## src/rtl/pipe_reg_pkg.sv

```systemverilog
// Shared definitions for the elastic pipeline register chain:
// occupancy counter sizing and the square-root datapath stage patterns.
package pipe_reg_pkg;

    localparam int SQRT_STAGE_WIDTH = 4;
    localparam logic [SQRT_STAGE_WIDTH-1:0] SQRT_RESET_VAL = 4'b0010;
    localparam logic [SQRT_STAGE_WIDTH-1:0] SQRT_SET_VAL   = 4'b1111;

    // Counter must hold 0..DEPTH+1 so the skid-buffer build fits too.
    function automatic int occ_width(input int depth);
        return $clog2(depth + 2);
    endfunction

endpackage

```

## src/rtl/pipe_stage_cell.sv

```systemverilog
// One pipeline stage: data register plus valid bit.
// Reset wins over set, and set wins over a ready-qualified load.
module pipe_stage_cell
    import pipe_reg_pkg::*;
#(
    parameter int               WIDTH     = 4,
    parameter logic [WIDTH-1:0] RESET_VAL = {WIDTH{1'b0}},
    parameter logic [WIDTH-1:0] SET_VAL   = {WIDTH{1'b1}}
) (
    input  logic             clock,
    input  logic             reset,
    input  logic             set,
    input  logic             load,
    input  logic [WIDTH-1:0] d_data,
    input  logic             d_valid,
    output logic [WIDTH-1:0] q_data,
    output logic             q_valid
);

    always_ff @(posedge clock) begin
        if (reset) begin
            q_data  <= RESET_VAL;
            q_valid <= 1'b0;
        end else if (set) begin
            q_data  <= SET_VAL;
            q_valid <= 1'b0;
        end else if (load) begin
            q_data  <= d_data;
            q_valid <= d_valid;
        end
    end

endmodule

```

## src/rtl/pipe_stage_reg.sv

```systemverilog
// Elastic DEPTH-stage register chain with valid/ready handshaking.
// Define PIPE_STAGE_REG_SKID_EN to add a one-entry skid buffer that registers in_ready.
module pipe_stage_reg
    import pipe_reg_pkg::*;
#(
    parameter int               WIDTH     = 4,
    parameter int               DEPTH     = 1,
    parameter logic [WIDTH-1:0] RESET_VAL = {WIDTH{1'b0}},
    parameter logic [WIDTH-1:0] SET_VAL   = {WIDTH{1'b1}}
) (
    input  logic                          clock,
    input  logic                          reset,
    input  logic                          set,
    input  logic                          enable,
    input  logic [WIDTH-1:0]              in_data,
    input  logic                          in_valid,
    output logic                          in_ready,
    output logic [WIDTH-1:0]              out_data,
    output logic                          out_valid,
    input  logic                          out_ready,
    output logic [occ_width(DEPTH)-1:0]   occupancy
);

    localparam int OW = occ_width(DEPTH);

    logic [WIDTH-1:0] stage_data  [DEPTH];
    logic             stage_valid [DEPTH];
    logic [DEPTH-1:0] stage_ready;
    logic [WIDTH-1:0] src_data;
    logic             src_valid;
    logic             in_xfer;
    logic             out_xfer;

    // Ready ripples back from out_ready; a stage accepts when empty or draining.
    always_comb begin
        logic chain;
        stage_ready = '0;
        chain       = out_ready;
        for (int i = DEPTH - 1; i >= 0; i--) begin
            chain          = enable & (~stage_valid[i] | chain);
            stage_ready[i] = chain;
        end
    end

`ifdef PIPE_STAGE_REG_SKID_EN
    logic             skid_valid;
    logic [WIDTH-1:0] skid_data;

    assign in_ready  = ~skid_valid & enable;
    assign src_valid = skid_valid | in_valid;
    assign src_data  = skid_valid ? skid_data : in_data;

    // A word accepted while stage 0 is blocked parks here and drains first.
    always_ff @(posedge clock) begin
        if (reset) begin
            skid_valid <= 1'b0;
            skid_data  <= RESET_VAL;
        end else if (set) begin
            skid_valid <= 1'b0;
            skid_data  <= SET_VAL;
        end else if (skid_valid && stage_ready[0]) begin
            skid_valid <= 1'b0;
        end else if (in_xfer && !stage_ready[0]) begin
            skid_valid <= 1'b1;
            skid_data  <= in_data;
        end
    end
`else
    assign in_ready  = stage_ready[0];
    assign src_valid = in_valid;
    assign src_data  = in_data;
`endif

    for (genvar i = 0; i < DEPTH; i++) begin : g_stage
        logic [WIDTH-1:0] d_data;
        logic             d_valid;

        if (i == 0) begin : g_head
            assign d_data  = src_data;
            assign d_valid = src_valid;
        end else begin : g_body
            assign d_data  = stage_data[i-1];
            assign d_valid = stage_valid[i-1];
        end

        pipe_stage_cell #(
            .WIDTH     (WIDTH),
            .RESET_VAL (RESET_VAL),
            .SET_VAL   (SET_VAL)
        ) u_cell (
            .clock   (clock),
            .reset   (reset),
            .set     (set),
            .load    (stage_ready[i]),
            .d_data  (d_data),
            .d_valid (d_valid),
            .q_data  (stage_data[i]),
            .q_valid (stage_valid[i])
        );
    end

    assign out_data  = stage_data[DEPTH-1];
    assign out_valid = stage_valid[DEPTH-1];
    assign in_xfer   = in_valid & in_ready;
    assign out_xfer  = out_valid & out_ready & enable;

    // Simultaneous push and pop leave the count unchanged.
    always_ff @(posedge clock) begin
        if (reset || set) begin
            occupancy <= '0;
        end else if (in_xfer && !out_xfer) begin
            occupancy <= occupancy + OW'(1);
        end else if (out_xfer && !in_xfer) begin
            occupancy <= occupancy - OW'(1);
        end
    end

endmodule

```

## config.mk

```make
export PLATFORM = sky130hd
export DESIGN_NAME = pipe_stage_reg
export DESIGN_NICKNAME = d
export VERILOG_FILES = /design/src/rtl/pipe_reg_pkg.sv /design/src/rtl/pipe_stage_cell.sv /design/src/rtl/pipe_stage_reg.sv
export SDC_FILE = /design/constraint.sdc
export NUM_CORES = 1
export LEC_CHECK = 0
export ABC_AREA = 1
export CORE_AREA = 5 5 42 44
export DETAILED_ROUTE_END_ITERATION = 6
export DIE_AREA = 0 0 47 49
export MAX_ROUTING_LAYER = met4
export PLACE_DENSITY = 0.64
export SLEW_MARGIN = 20
export SYNTH_ARGS = -nofsm -noshare
export SYNTH_HDL_FRONTEND = slang
export SYNTH_SLANG_ARGS = --single-unit
```

## constraint.sdc

```tcl
create_clock -name clock -period 2.98 [get_ports clock]
set_input_delay 0.298 -clock clock [delete_from_list [all_inputs] [get_ports clock]]
set_output_delay 0.298 -clock clock [all_outputs]
set_load 0.02 [all_outputs]
```

# Word level (Yosys, flattened, before mapping)

Cells that the tools add are included.

Mux-type cells: 4
Bitwise logic cells: 6
Add/subtract/negate cells: 2
Reduce and logical (&&, ||, !) cells: 8

Operators with widths:

| kind                                                                | number |
|---|---|
| 4-bit 2-to-1 mux                                                    | 2 |
| 1-bit AND                                                           | 4 |
| 2-bit 2-to-1 mux                                                    | 2 |
| 2-bit nonzero test                                                  | 2 |
| 2-bit by 1-bit adder with 2-bit output (second input constant)      | 1 |
| 1-bit logical AND                                                   | 2 |
| 1-bit zero test                                                     | 2 |
| 2-bit OR reduction                                                  | 1 |
| 2-bit by 1-bit subtractor with 2-bit output (second input constant) | 1 |
| 1-bit logical OR                                                    | 1 |
| 1-bit NOT                                                           | 1 |
| 1-bit bitwise OR                                                    | 1 |

Register bits after elaboration: 7
Output and inout port bits: 8
Input bits: 10
Logic and storage cells: 23

# Logic depth before layout (Yosys ltp)

Gate-level depths: netlist (run 1).

Depth in word-level cells: 8
Mapped depth: 13
Depth with buffers taken out: 13

# Hierarchy

From an unflattened synthesis (run 1), not the netlist that was laid out.

Cells, all modules: 44
Area, all modules: 319.1 um2

By module, submodules not included:

| module          | times used | sequential area each (um2) | area each (um2) | cells each |
|---|---|---|---|---|
| pipe_stage_cell | 1          | 100.1                      | 178.9           | 22 |
| pipe_stage_reg  | 1          | 40.0                       | 140.1           | 22 |

# Worst setup path after synthesis (run 1)

Ideal clock, no wire load.

Path kind: reg-to-reg
Start: register g_stage[0].u_cell.q_valid
End: register occupancy[1]
Period minus slack after synthesis: 1.534 ns
Path slack: 1.446 ns
Data required time: 2.866 ns
Cell stages (with the launch flop): 11
Path buffers: 0
Setup time: 0.114 ns
Data arrival time: 1.420 ns
Cells stage by stage: dfxtp_1 nand2_2 nand2_4 inv_2 nand2_2 inv_1 ha_1 inv_1 nand4_1 nand2_1 nor2_1

Longest elaborated chain between the ends: 7
Elaborated cells on any way between the ends: 12
Classes of those cells: mux: 1; bitwise: 6; reduce/logical: 5

RTL lines:

| item                         | RTL line              | text |
|---|---|---|
| start: declaration           | pipe_stage_cell.sv:17 | `output logic q_valid` |
| start signal: assignment     | pipe_stage_cell.sv:29 | `q_valid <= d_valid;` |
| 1-bit NOT *                  | pipe_stage_reg.sv:40  | `chain = enable & (~stage_valid[i] \| chain);` |
| 1-bit bitwise OR *           | pipe_stage_reg.sv:40  |  |
| 1-bit AND *                  | pipe_stage_reg.sv:40  |  |
| named net in_ready           | pipe_stage_reg.sv:17  | `output logic in_ready,` |
| 1-bit AND *                  | pipe_stage_reg.sv:104 | `assign in_xfer = in_valid & in_ready;` |
| 1-bit zero test              | pipe_stage_reg.sv:113 | `end else if (out_xfer && !in_xfer) begin` |
| 1-bit logical AND            | pipe_stage_reg.sv:113 |  |
| 2-bit nonzero test (no line) | --                    |  |
| end signal: assignment       | pipe_stage_reg.sv:112 | `occupancy <= occupancy + OW'(1);` |
| end signal: assignment       | pipe_stage_reg.sv:114 | `occupancy <= occupancy - OW'(1);` |
| end: declaration             | pipe_stage_reg.sv:21  | `output logic [occ_width(DEPTH)-1:0] occupancy` |

The timed path passes the listed nets; every way through them passes the cells marked *.
A chain may end at the register's enable or synchronous reset.

# Worst setup path in the final report (run 1)

Start: input port out_ready
End: output port in_ready

Longest elaborated chain between the ends: 2

RTL lines:

| item               | RTL line             | text |
|---|---|---|
| start: declaration | pipe_stage_reg.sv:20 | `input logic out_ready,` |
| 1-bit bitwise OR   | pipe_stage_reg.sv:40 |  |
| 1-bit AND          | pipe_stage_reg.sv:40 |  |
| end: declaration   | pipe_stage_reg.sv:17 |  |

No other way between the ends.

==> results of run 1 <==
-- cell type report --
cell class / instances / area, µm² / share of cell area, %
Timing Repair Buffer: 17 / 170 / 29.3
Inverter: 9 / 33.8 / 5.82
Tap cell: 16 / 20.0 / 3.45
Sequential cell: 7 / 140 / 24.1
Multi-Input combinational cell: 36 / 190 / 32.8
Clock buffer: 4 / 26.3 / 4.53
-- through the flow --
stage	setup slack [ps]	total power (µW)	cell area (µm²)
after global placement	1050	162	554
after CTS	1020	250	581
after detailed placement	1020	162	554
after global routing	997	262	581
final	1030	247	581
after floorplan	1450	132	364
-- metal layers --
layer  share of wire [%]  vias up  routed length (µm)  global-route usage (%)
li1                    -      206                   -                       -
met2                  50       10                 413                    12.7
met4                 1.1        0                   9                    5.53
met3                 4.7        2                  39                    2.21
met1                  44      166                 364                    9.07
met5                   0        -                   0                       -
-- cells in the mapped netlist (all sizes together) --
master  instances
or2             3
nand2          15
ha              1
nand3           6
dfxtp           7
inv             9
a21boi          1
nand4           1
nor2            4
a21oi           5
-- registers in the layout, indices dropped and copies added, names as in the netlist --
register                flops
g_stage.u_cell.q_data       4
g_stage.u_cell.q_valid      1
occupancy                   2
-- power breakdown --
group / internal [µW] / total (µW) / switching, µW / leakage (µW)
Clock: 51.1 / 86.4 / 35.3 / 0.0000150
Sequential: 99.4 / 103 / 3.68 / 0.0000579
Combinational: 30.0 / 57.2 / 27.2 / 0.000181
Total: 181 / 247 / 66.2 / 0.000254
-- worst max-delay path, stage by stage --
cell             delay (ps)
clkdlybuf4s50_1         470
inv_1                    50
nand2_2                  90
nand2_4                  80
inv_2                    70
clkdlybuf4s50_1         590
-- cell families after synthesis --
| family | after synthesis | synth area share [%] |
|---|---|---|
| AO/OA/AOI/OAI | 6 | 9.97 |
| adder cells (fa/ha/maj) | 1 | 3.44 |
| buffers and inverters | 9 | 9.28 |
| flip-flops | 7 | 38.5 |
| AND/OR/NAND/NOR | 29 | 38.8 |
-- worst max-delay path by stage --
stage                         endpoint  slack [ps]                      start  cells after the start
after CTS                     in_ready        1020                  out_ready                      6
after floorplan           occupancy[1]        1450  g_stage[0].u_cell.q_valid                     10
final                         in_ready        1030                  out_ready                      6
after detailed placement      in_ready        1020                  out_ready                      6
after global routing          in_ready        1000                  out_ready                      6
after global placement        in_ready        1050                  out_ready                      6
==> run_results.csv, run 1 <==
group,metric,value,unit
clocking,postCtsResizedCells,0,
synth,ys_warn_count,0,
finish,final_common_cell,"clkdlybuf4s50_1",
clocking,cts_buffers,3,
global_routing,grt_usage,8.32,%
worst_hold_path,worstHoldEndpoint,"occupancy[0]",
setup_path,timing.rr.start,"g_stage[0].u_cell.q_valid",
worst_hold_path,holdCritPathClass,"flip-flop to flip-flop",
timing,worst_slew_pin_slew,222,ps
timing,final-max-slew-violation-count,0,
synth,ys_types,14,
worst_hold_path,hold_path.startpoint,"occupancy[0]",
floorplan,rows,14,
clocking,cts_tree,"built",
timing,fin_tns_setup,0,ps
floorplan,die-area,0.00230,mm²
global_routing,grt_pass1_wl,1330,µm
detailed_routing,wire_per_inst,9.29,µm
flow_run,maxCapViolCount,0,
global_routing,grt_overflow,0,
finish,nNetsFinal,85,
timing,maxSlewHeadroom,85.2,%
power,ir_worst_vdd,0.000198,V
floorplan,core_region_area,0.00140,mm²
setup_path,cp_max_fo,6,
finish,layout.cells.non_filler,89,
synth,ys_seq_elements,7,
floorplan,num_io_pins,18,
timing,fin_hold_ws,492,ps
detailed_routing,num_vias,384,
timing,setup_violations,0,
clocking,root_buffer,"clkbuf_4",
synth,syn_nets,63,
floorplan,die_w,47,µm
synth,yosys-top-cells-area,"dfxtp_1, nand2_1, nand3_1, inv_1, a21oi_1",
setup_path,crit_path_start_kind,"input port",
setup_path,reg2reg_to,"occupancy[1]",
power,leakage,0.000254,µW
clocking,cts.hold.buffers_added,0,
place,portBuffers,17,
detailed_routing,first_pass_iters,2,
synth,synth.avg_cell_area,7.00,µm²
detailed_routing,first_iter_violations,3,
synth,synth_largest_area_cell,"dfxtp_1",
clocking,cts_sinks,7,
finish,fill_cells,162,
detailed_routing,drc,0,
synth,seq_area_frac_synth,38.5,%
timing,period_needed,1950,ps
global_routing,grt_max_degree,7,
detailed_routing,via_per_inst,4.31,
global_routing,grt_pass1_vias,350,
setup_path,end_kind,"output pin",
finish,area_growth,59.5,%
place,dp_hpwl,645,µm
clocking,clkTransAtPathRegs,50,ps
finish,drive_gt1_share,16.4,%
outcome,status,"completed",
worst_hold_path,whs_path_depth,2,
clocking,clkLatencyLatePin,250,ps
setup_path,path_class,"input port to output pin",
timing,post-route-period-util,65.3,%
setup_path,cp.arrival,1650,ps
power,cellPowerDensity,425,mW/mm²
synth,synth_top_area_share,38.5,%
setup_path,required,2680,ps
place,place_inst,85,
timing,fmax,0.514,GHz
place,gp_congestion,0.722,
synth,netlist_instances,52,
floorplan,start_util,26.0,%
synth,netlist_area,364,µm²
setup_path,reg2reg_slack,1540,ps
detailed_routing,postRouteWirelength,827,µm
global_routing,antenna_found_initial,0,
finish,utilization,41.4,%
clocking,postCtsSetupBuffers,0,
clocking,clk_path_buf_depth,2,
finish,antennaDiodeCount,0,
detailed_routing,final_antenna_net_count,0,
finish,mostFrequentLayoutCells,"clkdlybuf4s50_1, nand2_1, inv_1, dfxtp_1, nand3_1",
clocking,h-tree-depth,1,
timing,clock_skew,4.96,ps
timing,rsz0062_at_grt,"no",
timing,hold_violations,0,
floorplan,die_h,49,µm
setup_path,reg2reg_depth,10,
(Power assumes the default switching activity.)
==> inputs of run 2 (changes only) <==
PLACE_DENSITY = 0.66   (was 0.64)
clock period = 1.7 ns   (was 2.98 ns; I/O delays follow)
==> run 2 against run 1 <==
  * Clock-buffer cell count stayed put
  * Sequential power is 75% higher
  * Register-to-register slack got worse by 1200 ps
  * Flip-flop and latch count did not move
==> run_results.csv, run 2 (same netlist as run 1, synthesis figures left out) <==
group,metric,value,unit
detailed_routing,top_layer_used,"met3",
finish,final_cell_area,588,µm²
power,cellPowerDensity,723,mW/mm²
detailed_routing,dr_wl_met2,350,µm
place,dpl-instance-area,562,µm²
floorplan,die_h,49,µm
place,gp_congestion,0.697,
timing,rsz0062_at_grt,"no",
timing,fmax,0.607,GHz
clocking,h-tree-depth,1,
setup_path,cp.arrival,1480,ps
floorplan,die_w,47,µm
detailed_routing,num_vias,372,
clocking,clk_path_buf_depth,2,
finish,top_regs,"g_stage.u_cell.q_data: 4 flops, occupancy: 2 flops, g_stage.u_cell.q_valid: 1 flops",
worst_hold_path,holdCritPathClass,"flip-flop to flip-flop",
detailed_routing,first_pass_iters,3,
timing,final-max-slew-violation-count,0,
power,netSwitchingPower,107,µW
setup_path,crit_path_start_kind,"input port",
finish,fill_cells,169,
power,switching_share,25.3,%
detailed_routing,final_antenna_net_count,0,
clocking,postCtsSetupBuffers,0,
global_routing,antenna_found_initial,0,
floorplan,rows,14,
flow_run,maxCapViolCount,0,
setup_path,cp_max_fo,3,
setup_path,path_class,"input port to output pin",
setup_path,required,1530,ps
setup_path,end_kind,"output pin",
detailed_routing,via_per_inst,4.13,
global_routing,grt_max_degree,6,
global_routing,grt_overflow,0,
detailed_routing,first_iter_violations,5,
power,pwr-share-clk,33.8,%
place,dp_hpwl,667,µm
timing,fin_tns_setup,0,ps
floorplan,num_io_pins,18,
detailed_routing,met3_length,54,µm
timing,clock_skew,1.02,ps
clocking,cts_sinks,7,
floorplan,start_util,26.0,%
clocking,cts_buffers,3,
power,comb_power_share,23.8,%
clocking,root_buffer,"clkbuf_4",
clocking,cts.hold.buffers_added,0,
global_routing,grt_usage,7.88,%
clocking,postCtsResizedCells,0,
finish,mostFrequentLayoutCells,"clkdlybuf4s50_1, nand2_1, inv_1, dfxtp_1, nand3_1",
finish,antennaDiodeCount,0,
detailed_routing,met1_length,358,µm
finish,area_growth,61.5,%
timing,worst_slew_pin_slew,223,ps
finish,nNetsFinal,86,
timing,setup_violations,0,
power,leakage,0.000258,µW
clocking,cts_tree,"built",
floorplan,die-area,0.00230,mm²
detailed_routing,wire_per_inst,8.48,µm
finish,drive_gt1_share,17.6,%
timing,maxSlewHeadroom,85.1,%
finish,top_register,"g_stage.u_cell.q_data",
finish,largest_reg_flops,4,
finish,final_common_cell,"clkdlybuf4s50_1",
power,ir_worst_vdd,0.000305,V
global_routing,grt_pass1_vias,349,
detailed_routing,drc,0,
outcome,status,"completed",
clocking,clkTransAtPathRegs,50,ps
timing,hold_violations,0,
clocking,clkLatencyLatePin,240,ps
floorplan,core_region_area,0.00140,mm²
detailed_routing,postRouteWirelength,763,µm
global_routing,grt_pass1_wl,1300,µm
power,power_frac_seq,42.4,%
timing,period_needed,1650,ps
power,p_int,318,µW
timing,post-route-period-util,96.9,%
place,portBuffers,17,
==> run 2: path summary, 6_finish.rpt <==
kind	startpoint	endpoint	slack (ps)	cells past startpoint
setup / recovery	out_ready	in_ready	50	6
hold / removal	g_stage[0].u_cell.q_data[2]	g_stage[0].u_cell.q_data[2]	480	2
setup reg to reg	g_stage[0].u_cell.q_valid	occupancy[1]	300	10
hold reg to reg	g_stage[0].u_cell.q_data[2]	g_stage[0].u_cell.q_data[2]	480	2
==> run 2: final cells by class <==
| class | count | area, µm² | share of cell area [%] |
|---|---|---|---|
| multi-input cells | 36 | 190 | 32.3 |
| repair buffers | 18 | 178 | 30.2 |
| flip-flops and latches | 7 | 140 | 23.8 |
| inverters | 9 | 33.8 | 5.74 |
| clock buffers | 4 | 26.3 | 4.47 |
| well taps | 16 | 20.0 | 3.40 |
==> run 2: power by group through the flow <==
stage	clock network (µW)	registers (µW)	logic, µW
2_1_floorplan	0	195	36.9
3_3_place_gp	0	184	102
3_5_place_dp	0	184	103
4_1_cts	150	181	103
5_1_grt	163	182	112
6_report	144	180	101
==> run 2: metrics by stage <==
stage / setup slack [ps] / std cells / hold WS (ps) / total power (µW) / utilization, %
6_report: 53.4 / 90 / 483 / 425 / 42.0
5_1_grt: 12.6 / 90 / 511 / 457 / 42.0
4_1_cts: 45.7 / 90 / 489 / 434 / 42.0
3_5_place_dp: 45.3 / 86 / 479 / 286 / 40.1
3_3_place_gp: 55.2 / 86 / 480 / 286 / 40.1
2_1_floorplan: 166 / 52 / 239 / 232 / -
==> run 2: worst max-delay path, stage by stage <==
cell and delay, ps:
clkdlybuf4s50_1 470, inv_1 50, nand2_2 90, nand2_4 50
inv_2 60, clkdlybuf4s50_1 590
==> run 2: routing by layer <==
layer | up-vias | global-route usage (%)
li1 | 205 | -
met1 | 156 | 9.49
met2 | 11 | 11.5
met3 | 0 | 2.21
met4 | 0 | 4.15
met5 | - | -
